**src/rtl/pipelined_adder.sv**
```systemverilog
// pipelined_adder: add/subtract with the carry chain cut into STAGES ripple
// segments. Each stage adds one WIDTH/STAGES-bit slice and registers the
// carry. Operand slices travel with the operation so that every result
// leaves the last stage aligned. The pipeline advances as a single unit and
// freezes whenever the result at the output is not consumed.
module pipelined_adder #(
  parameter int WIDTH  = 32,
  parameter int STAGES = 4
) (
  input  logic             clk,
  input  logic             rst,
  input  logic             in_valid,
  output logic             in_ready,
  input  logic [WIDTH-1:0] A,
  input  logic [WIDTH-1:0] B,
  input  logic             Cin,
  input  logic             sub,
  output logic             out_valid,
  input  logic             out_ready,
  output logic [WIDTH-1:0] S,
  output logic             Cout,
  output logic             V
);

  localparam int SEG = WIDTH / STAGES;

  // One pipeline slot. b already holds the effective addend (~B when
  // subtracting), and c holds the carry into the next slice to be added.
  // Slices of s above the current stage are still zero, and slices of a/b
  // below it are already consumed. a/b are kept whole so that the MSB
  // operand bits are still available to derive V at the output.
  typedef struct packed {
    logic             vld;
    logic [WIDTH-1:0] a;
    logic [WIDTH-1:0] b;
    logic [WIDTH-1:0] s;
    logic             c;
  } stage_t;

  stage_t     src     [STAGES];
  stage_t     stg_d   [STAGES];
  stage_t     stg_q   [STAGES];
  logic [SEG:0] seg_sum [STAGES];
  logic       stall;

  // Per-stage slice addition, with the whole pipeline frozen on stall.
  always_comb begin
    stall      = stg_q[STAGES-1].vld & ~out_ready;
    // Subtraction is A + ~B + ~Cin, so invert B and the borrow on entry.
    src[0].vld = in_valid;
    src[0].a   = A;
    src[0].b   = sub ? ~B : B;
    src[0].s   = '0;
    src[0].c   = Cin ^ sub;
    for (int k = 1; k < STAGES; k++) src[k] = stg_q[k-1];
    for (int k = 0; k < STAGES; k++) begin
      seg_sum[k] = {1'b0, src[k].a[k*SEG +: SEG]}
                 + {1'b0, src[k].b[k*SEG +: SEG]}
                 + {{SEG{1'b0}}, src[k].c};
      stg_d[k] = src[k];
      stg_d[k].s[k*SEG +: SEG] = seg_sum[k][SEG-1:0];
      stg_d[k].c = seg_sum[k][SEG];
      if (stall) stg_d[k] = stg_q[k];
    end
  end

  // Stage registers; reset wins over any simultaneous input.
  always_ff @(posedge clk) begin
    if (rst) begin
      for (int k = 0; k < STAGES; k++) stg_q[k] <= '0;
    end else begin
      for (int k = 0; k < STAGES; k++) stg_q[k] <= stg_d[k];
    end
  end

  // The carry into the MSB is recovered as a^b^s at that bit.
  assign out_valid = stg_q[STAGES-1].vld;
  assign S         = stg_q[STAGES-1].s;
  assign Cout      = stg_q[STAGES-1].c;
  assign V         = stg_q[STAGES-1].a[WIDTH-1] ^ stg_q[STAGES-1].b[WIDTH-1]
                   ^ stg_q[STAGES-1].s[WIDTH-1] ^ stg_q[STAGES-1].c;
  assign in_ready  = ~stall;

endmodule

```
**config.mk**
```make
export PLATFORM = sky130hd
export DESIGN_NAME = pipelined_adder
export DESIGN_NICKNAME = d
export VERILOG_FILES = /design/src/rtl/pipelined_adder.sv
export SDC_FILE = /design/constraint.sdc
export NUM_CORES = 1
export LEC_CHECK = 0
export CAP_MARGIN = 20
export CORE_MARGIN = 2
export CORE_UTILIZATION = 60
export DETAILED_ROUTE_END_ITERATION = 8
export HOLD_SLACK_MARGIN = 0.03
export PLACE_DENSITY = 0.91
export SYNTH_ARGS = -nofsm -noshare
export SYNTH_HDL_FRONTEND = slang
export SYNTH_SLANG_ARGS = --single-unit
```
**constraint.sdc**
```tcl
create_clock -name clk -period 5.4 [get_ports clk]
set_input_delay 1.62 -clock clk [delete_from_list [all_inputs] [get_ports clk]]
set_output_delay 1.62 -clock clk [all_outputs]
set_load 0.01 [all_outputs]
```
== Word-level counts from Yosys, hierarchy flattened ==
Memory sizes are Yosys's and may differ from the RTL's.
Index checks and enable logic that the tools add are counted.
Operators by class
  mux-type cells: 12
  bitwise logic cells: 12
  add/subtract/negate cells: 8
Operator list (number)
  98-bit 2-to-1 mux: 8
  8-bit by 8-bit adder with 9-bit output: 4
  9-bit by 1-bit adder with 9-bit output: 4
  32-bit 2-to-1 mux: 1
  32-bit NOT: 1
  1-bit OR: 4
  1-bit XOR: 4
  1-bit 2-to-1 mux: 3
  1-bit NOT: 2
  1-bit bitwise AND: 1
Storage, ports and cells
  input port bits: 70
  output and inout port bits: 36
  bits in writable memories: 392
  register bits: 0
  memories kept: 1
Memories
  stg_q: depth 4, width 98, read ports 4, clocked after Yosys merged registers in 0, write ports 4, RTL line 42  | stage_t stg_q [STAGES];

== Longest topological paths before layout ==
Gate-level depths: netlist of the first run.
  word-level depth: 6
  mapped depth: 10
  gate-level depth less buffers: 8

== Worst setup path after synthesis of the first run ==
No wires, ideal clock.
  path type: input port to output port
  from: input out_ready
  to: output in_ready
  buffers on the path: 2
  setup slack: 1401 ps
  stages on the path: 4
  data arrival time: 2379 ps
  cells stage by stage: and2b_1 inv_2 buf_2 buf_1
Between the ends
  word-level cells in the longest chain between the ends: 3
RTL lines
  from (decl): RTL line 19  | input logic out_ready,
  1-bit NOT: RTL line 48  | stall = stg_q[STAGES-1].vld & ~out_ready;
  1-bit bitwise AND: RTL line 48
  1-bit NOT: RTL line 82  | assign in_ready = ~stall;
  to (decl): RTL line 13  | output logic in_ready,
Every way passes these cells.

== Final worst setup path of the first run ==
Same ends and word-level chain as after synthesis.

==> results of run 1 <==
[critical path: stages]
cell and delay [ns]:
sky130_fd_sc_hd__clkdlybuf4s50_1 0.45, sky130_fd_sc_hd__and2b_4 0.20, sky130_fd_sc_hd__inv_6 0.18, sky130_fd_sc_hd__clkdlybuf4s50_1 0.58
[final timing paths]
check | cells past startpoint | end | startpoint
worst min-delay path | 2 | stg_q[0][321] | stg_q[0][321]
worst max register to register | 6 | stg_q[0][218] | stg_q[0][391]
worst min register to register | 2 | stg_q[0][321] | stg_q[0][321]
worst max-delay path | 4 | in_ready | out_ready
[power by group through the flow]
stage / Combinational, mW / Clock, mW / Sequential [mW]
3_5_place_dp: 0.372 / 0 / 1.54
6_report: 0.380 / 1.27 / 1.51
3_3_place_gp: 0.364 / 0 / 1.54
4_1_cts: 0.379 / 1.28 / 1.51
5_1_grt: 0.424 / 1.33 / 1.52
2_1_floorplan: 0.264 / 0 / 1.53
[per-stage QoR]
step	cell area (µm²)	hold slack [ns]	cells
2_1_floorplan	8317	0.4321	1018
3_3_place_gp	9133	0.4376	1211
3_5_place_dp	9133	0.4434	1211
4_1_cts	9741	0.4519	1243
5_1_grt	9741	0.4622	1243
6_report	9741	0.4499	1243
[area by class of cell]
cell class	instances	area share
timing repair buffer	112	0.1129
clock inverter	7	0.01156
sequential	186	0.3823
clock buffer	25	0.05087
tap	180	0.02312
inverter	19	0.007836
multi-input combinational	714	0.4114
[metal layers]
layer	vias to the layer above	wire length, µm	global-route usage	part of all wire
met4	0	328	0.09483	0.019
li1	3479	-	-	-
met5	-	0	0	0
met1	3235	7678	0.2940	0.45
met2	157	8566	0.3992	0.50
met3	25	672	0.04307	0.039
[layout by cell type (no fill, tap or decap), types with 4 or more instances in the layout]
master                              n
sky130_fd_sc_hd__a21oi_1          149
sky130_fd_sc_hd__a31oi_1            8
sky130_fd_sc_hd__o21ai_1            8
sky130_fd_sc_hd__clkbuf_8           4
sky130_fd_sc_hd__inv_1             17
sky130_fd_sc_hd__o21ai_0           15
sky130_fd_sc_hd__nand3_1            9
sky130_fd_sc_hd__nand3b_1           4
sky130_fd_sc_hd__or4_1              4
sky130_fd_sc_hd__nor3_1            10
sky130_fd_sc_hd__xor2_1            10
sky130_fd_sc_hd__a211oi_1          35
sky130_fd_sc_hd__nor2_1            45
sky130_fd_sc_hd__or2_2              5
sky130_fd_sc_hd__clkbuf_16         17
sky130_fd_sc_hd__dfxtp_1          186
sky130_fd_sc_hd__clkbuf_1           4
sky130_fd_sc_hd__nand2_1          272
sky130_fd_sc_hd__xnor2_1           27
sky130_fd_sc_hd__a211o_1            8
sky130_fd_sc_hd__nor4b_1            6
sky130_fd_sc_hd__ha_1              28
sky130_fd_sc_hd__and2_1             4
sky130_fd_sc_hd__clkdlybuf4s50_1  103
sky130_fd_sc_hd__or3_1              5
sky130_fd_sc_hd__o31ai_1            5
sky130_fd_sc_hd__fa_1               8
sky130_fd_sc_hd__a21o_1             9
sky130_fd_sc_hd__buf_4              7
sky130_fd_sc_hd__o21a_1            11
sky130_fd_sc_hd__a311oi_1           4
[cell families after synthesis]
family,share of synthesized area
xor gates and xnor gates,0.03896
buffers and inverters,0.07071
adders and majority gates,0.06138
DFF,0.4477
and+or+nand+nor,0.1896
AOI/OAI and AO/OA,0.1917
==> reports/qor.yml, run 1 <==
syn-num-nets: 1124
num_io_pins: 106
switching_portion_of_total_power: 0.2331
area_of_combinational_cells_with_multiple_inputs_um2: 4008
post-layout-total-power_mw: 3.165
ctsHtreeMaxLevel: 4
ff_latch_area_um2: 3724
average_footprint_of_a_synthesized_cell_um2: 8.170
ctsResizeCount: 0
dpl.hpwl_mm: 11.14
route.detailed.wl_per_inst_um: 13.87
synth-edff-count: 0
rsz0062_at_grt: "false"
power_frac_clock: 0.402
power_switching_mw: 0.7376
core_area_um2: 13720
worst_hold_path_type: "register to register"
syn-instance-count: 1018
final_layout_size_suffix_gt1_frac: 0.04516
post_synth_num_cell_types: 48
number_of_diodes: 0
via_total_after_detailed_routing: 6896
die_area_um2: 14820
critical_path_class: "primary input to primary output"
numClockSinks: 186
synthesis.area_um2: 8317
async_s_r_ff_share_synth: 0
power_density_over_cell_area_nw_per_um2: 324.9
grtUsageTotal: 0.2342
ant_nets: 0
grt_pass1_vias: 6210
final-setup-viol-count: 0
initial_utilization: 0.6062
grt_overflow: 0
synth_top_area_share: 0.4477
nNetsFinal: 1156
final_util: 0.7100
synth-warning-count: 0
grt_first_pass_wirelength_mm: 28.05
dr.pass1.iters: 5
critical_path.endpoint_type: "primary output"
max_cap_violations: 0
dominantRegCellSynth: "sky130_fd_sc_hd__dfxtp_1"
timing_hold_violations_final: 0
die_w_um: 121.7
pin_count_of_the_biggest_net_entering_global_routing: 101
r2r_slack_ns: 2.62
fin_tns_setup_ns: 0
pre_cts_slack_ns: 0.7497
registers.top_by_ff_count: "stg_q"
drtIter0Drc: 578
timing.critical_path.arrival_ns: 3.03
port_buffers: 105
min_period_ns: 4.654
finalCritPeriodShare: 0.8618
cts-root-buf: "sky130_fd_sc_hd__clkbuf_16"
critPathMaxFanout: 29
largest_reg_flops: 186
maxSlewHeadroom: 0.3711
finalMaxSlewViolations: 0
cts_buffers: 17
critical_path_required_time_ns: 3.78
worstSetupStartpointType: "primary input"
netlist_top_cells_count: "272 x sky130_fd_sc_hd__nand2_1, 186 x sky130_fd_sc_hd__dfxtp_1, 149 x sky130_fd_sc_hd__a21oi_1"
p_seq_frac: 0.478
synth_sequential_area_ratio: 0.4477
std_cell_rows: 43
status: "completed"
dieHeight_um: 121.7
peakVddDrop_mv: 0.2182
routed_wirelength_mm: 17.25
finalWorstSetupSlack_ns: 0.7464
worst_setup_hold_path_clk_slew_ns: 0.06
postCtsHoldBufs: 0
worst-slew-pin-transition_ns: 0.9434
filler_cell_count: 1015
clk-insertion-delay-late_ns: 0.43
syn_to_final_growth_pct: 17.12
synth.largest_area_cell: "sky130_fd_sc_hd__dfxtp_1"
cts_tree: "built"
grt_antenna_before_repair: 0
comb_power_share: 0.120
post-route-drc-count: 0
p_leak_nw: 3.835
synthTopCellsByArea: "sky130_fd_sc_hd__dfxtp_1 45%, sky130_fd_sc_hd__nand2_1 12%, sky130_fd_sc_hd__a21oi_1 9.0%"
post_cts_buffers: 0
average_vias_per_placed_instance: 5.548
clock_tree.buffer_depth: 2
most_repeated_cell_in_the_gate_level_netlist_after_synthesis: "sky130_fd_sc_hd__nand2_1"
worst_clock_skew_ns: 0.009224
global_placer_s_final_weighted_congestion: 0.8813
cellInternalPower_mw: 2.427
postSynthRegisterBits: 186
fmax_mhz: 214.9
reg_top3: "stg_q (186)"
Note: power is estimated with default switching activity, not from simulation.
==> run 2, diff against run 1 <==
--- a/config.mk
+++ b/config.mk
@@ -7,10 +7,10 @@
 export LEC_CHECK = 0
 export CAP_MARGIN = 20
 export CORE_MARGIN = 2
-export CORE_UTILIZATION = 60
+export CORE_UTILIZATION = 30
 export DETAILED_ROUTE_END_ITERATION = 8
 export HOLD_SLACK_MARGIN = 0.03
-export PLACE_DENSITY = 0.91
+export PLACE_DENSITY = 0.54
 export SYNTH_ARGS = -nofsm -noshare
 export SYNTH_HDL_FRONTEND = slang
 export SYNTH_SLANG_ARGS = --single-unit
==> run 2 against run 1 <==
Net effect:
- sequential power barely moved
- fmax increased by 4.1%
- worst hold slack worse by 0.0038 ns
- register-to-register slack gained 0.52 ns
- non-clock buffer count shrank 2
- setup slack improved by 0.18 ns
- die area increased by 96%
- largest power group unchanged
==> reports/qor.yml, run 2 (synthesized netlist as in run 1, its figures left out) <==
min_period_ns: 4.472  # was 4.654 ns
std_cell_rows: 60  # was 43
core_area_um2: 27100  # was 13720 µm²
average_vias_per_placed_instance: 4.631  # was 5.548
finalCritPeriodShare: 0.8281  # was 0.8618
max_cap_violations: 0  # unchanged
route.detailed.wl_per_inst_um: 13.63  # was 13.87 µm
cts_tree: "built"  # unchanged
cp_cell_sequence: "clkdlybuf4s50_1 > and2b_4 > inv_6 > clkdlybuf4s50_1"  # unchanged
clk-insertion-delay-late_ns: 0.42  # was 0.43 ns
final-setup-viol-count: 0  # unchanged
timing_hold_violations_final: 0  # unchanged
timing.critical_path.arrival_ns: 2.85  # was 3.03 ns
critical-path-slowest-cell: "sky130_fd_sc_hd__clkdlybuf4s50_1"  # unchanged
critical_path.endpoint_type: "primary output"  # unchanged
critical_path_required_time_ns: 3.78  # about the same
postCtsHoldBufs: 0  # unchanged
ff_latch_area_um2: 3724  # unchanged
fmax_mhz: 223.6  # was 214.9 MHz
maxSlewHeadroom: 0.3185  # was 0.3711
worst-r2r-cell-count: 6  # unchanged
most_used_cells_in_the_layout_excluding_fill_and_tap_cells: "272 x sky130_fd_sc_hd__nand2_1, 186 x sky130_fd_sc_hd__dfxtp_1, 149 x sky130_fd_sc_hd__a21oi_1, 103 x sky130_fd_sc_hd__clkdlybuf4s50_1, 45 x sky130_fd_sc_hd__nor2_1"  # unchanged
clock_tree.buffer_depth: 2  # unchanged
worst_clock_skew_ns: 0.01131  # was 0.009224 ns
ctsHtreeMaxLevel: 4  # unchanged
hold-path-cell-count: 2  # unchanged
worstReg2RegEnd: "stg_q[0][113]"  # was stg_q[0][218]
dr.pass1.iters: 4  # was 5
critical_path_class: "primary input to primary output"  # unchanged
p_leak_nw: 3.836  # was 3.835 nW
hold_path.startpoint: "stg_q[0][187]"  # was stg_q[0][321]
worst_hold_path_type: "register to register"  # unchanged
largest_reg_flops: 186  # unchanged
fin_tns_setup_ns: 0  # unchanged
grtUsageTotal: 0.1363  # was 0.2342
dieHeight_um: 170.5  # was 121.7 µm
post-layout-total-power_mw: 3.187  # was 3.165 mW
routed_wirelength_mm: 19.52  # was 17.25 mm
reg_top3: "stg_q (186)"  # unchanged
critical-path-max-stage-delay_ns: 0.52  # was 0.58 ns
worstReg2RegStart: "stg_q[0][0]"  # was stg_q[0][391]
worst_setup_hold_path_clk_slew_ns: 0.07  # was 0.06 ns
library_cell_appearing_most_often_on_the_critical_path: "sky130_fd_sc_hd__clkdlybuf4s50_1"  # unchanged
grt_first_pass_wirelength_mm: 31.82  # was 28.05 mm
dpl.hpwl_mm: 12.47  # was 11.14 mm
global_placer_s_final_weighted_congestion: 0.7789  # was 0.8813
grt_pass1_vias: 6272  # was 6210
area_of_combinational_cells_with_multiple_inputs_um2: 4008  # unchanged
final_layout_size_suffix_gt1_frac: 0.04623  # was 0.04516
ctsResizeCount: 0  # unchanged
port_buffers: 105  # unchanged
registers.top_by_ff_count: "stg_q"  # unchanged
finalMaxSlewViolations: 0  # unchanged
num_io_pins: 106  # unchanged
cts-root-buf: "sky130_fd_sc_hd__clkbuf_16"  # unchanged
via_total_after_detailed_routing: 6632  # was 6896
syn_to_final_growth_pct: 20.14  # was 17.12%
peakVddDrop_mv: 0.1581  # was 0.2182 mV
numClockSinks: 186  # unchanged
worstSetupStartpointType: "primary input"  # unchanged
grt_antenna_before_repair: 0  # unchanged
r2r_slack_ns: 3.14  # was 2.62 ns
layout_commonest_cell: "sky130_fd_sc_hd__nand2_1"  # unchanged
nNetsFinal: 1154  # was 1156
number_of_diodes: 0  # unchanged
ant_nets: 0  # unchanged
die_w_um: 170.5  # was 121.7 µm
critPathMaxFanout: 3  # was 29
worst-slew-pin-transition_ns: 1.022  # was 0.9434 ns
pin_count_of_the_biggest_net_entering_global_routing: 211  # was 101
power_density_over_cell_area_nw_per_um2: 318.9  # was 324.9 nW/µm²
post_cts_buffers: 0  # unchanged
endpoint_worst_hold: "stg_q[0][285]"  # was stg_q[0][321]
initial_utilization: 0.3069  # was 0.6062
rsz0062_at_grt: "false"  # unchanged
grt_overflow: 0  # unchanged
die_area_um2: 29070  # was 14820 µm²
post-route-drc-count: 0  # unchanged
filler_cell_count: 2884  # was 1015
status: "completed"  # unchanged
drtIter0Drc: 356  # was 578
cts_buffers: 17  # unchanged
run 2: cell types whose count changed in the layout (fill, tap and decap cells not counted), moves of 2 or more:
cell and delta:
sky130_fd_sc_hd__buf_12 +2, sky130_fd_sc_hd__buf_4 -4, sky130_fd_sc_hd__clkbuf_1 -4, sky130_fd_sc_hd__clkbuf_8 -2, sky130_fd_sc_hd__clkinv_2 -3, sky130_fd_sc_hd__clkinv_4 +2
sky130_fd_sc_hd__inv_6 +5
run 2: how the worst max path moves through the flow:
stage	startpoint	to	slack, ns	cells past startpoint
CTS	out_ready	in_ready	0.92	4
global route	out_ready	in_ready	0.90	4
finish	out_ready	in_ready	0.93	4
global placement	out_ready	in_ready	0.93	4
floorplan	out_ready	in_ready	1.40	4
detailed placement	out_ready	in_ready	0.92	4
run 2: layout make-up:
type / instances / share of cell area
repair buffers: 110 / 0.1111
clock inverters: 12 / 0.01565
inverters: 19 / 0.007638
multi-input cells: 714 / 0.4011
clock buffers: 19 / 0.04533
well taps: 372 / 0.04658
flip-flops and latches: 186 / 0.3727
run 2: where the power goes:
group / switching (mW) / leakage, nW / total (mW) / internal, mW
Clock: 0.576 / 0.296 / 1.30 / 0.722
Combinational: 0.191 / 2.01 / 0.379 / 0.188
Sequential: 0.0484 / 1.53 / 1.51 / 1.46
run 2: through the flow:
stage | setup slack (ns) | std cells | area [µm²] | util | hold WS, ns
floorplan | 1.401 | 1018 | 8317 | - | 0.4321
finish | 0.9283 | 1432 | 9992 | 0.3687 | 0.4461
CTS | 0.9188 | 1432 | 9992 | 0.3687 | 0.4513
global route | 0.9048 | 1432 | 9992 | 0.3687 | 0.4679
detailed placement | 0.9198 | 1401 | 9383 | 0.3462 | 0.4434
global placement | 0.9295 | 1401 | 9383 | 0.3462 | 0.4400
run 2: critical path, delay by kind of cell:
family | cells | cell delay, ns
simple gates | 1 | 0.20
buf+inv | 3 | 1.03
run 2: layer usage:
| metal | vias up | wire length, µm | track usage |
|---|---|---|---|
| met3 | 11 | 579 | 0.02614 |
| met1 | 3035 | 9853 | 0.1896 |
| met2 | 98 | 8937 | 0.2188 |
| met4 | 0 | 150 | 0.03122 |
| li1 | 3488 | - | - |
| met5 | - | 0 | 0 |
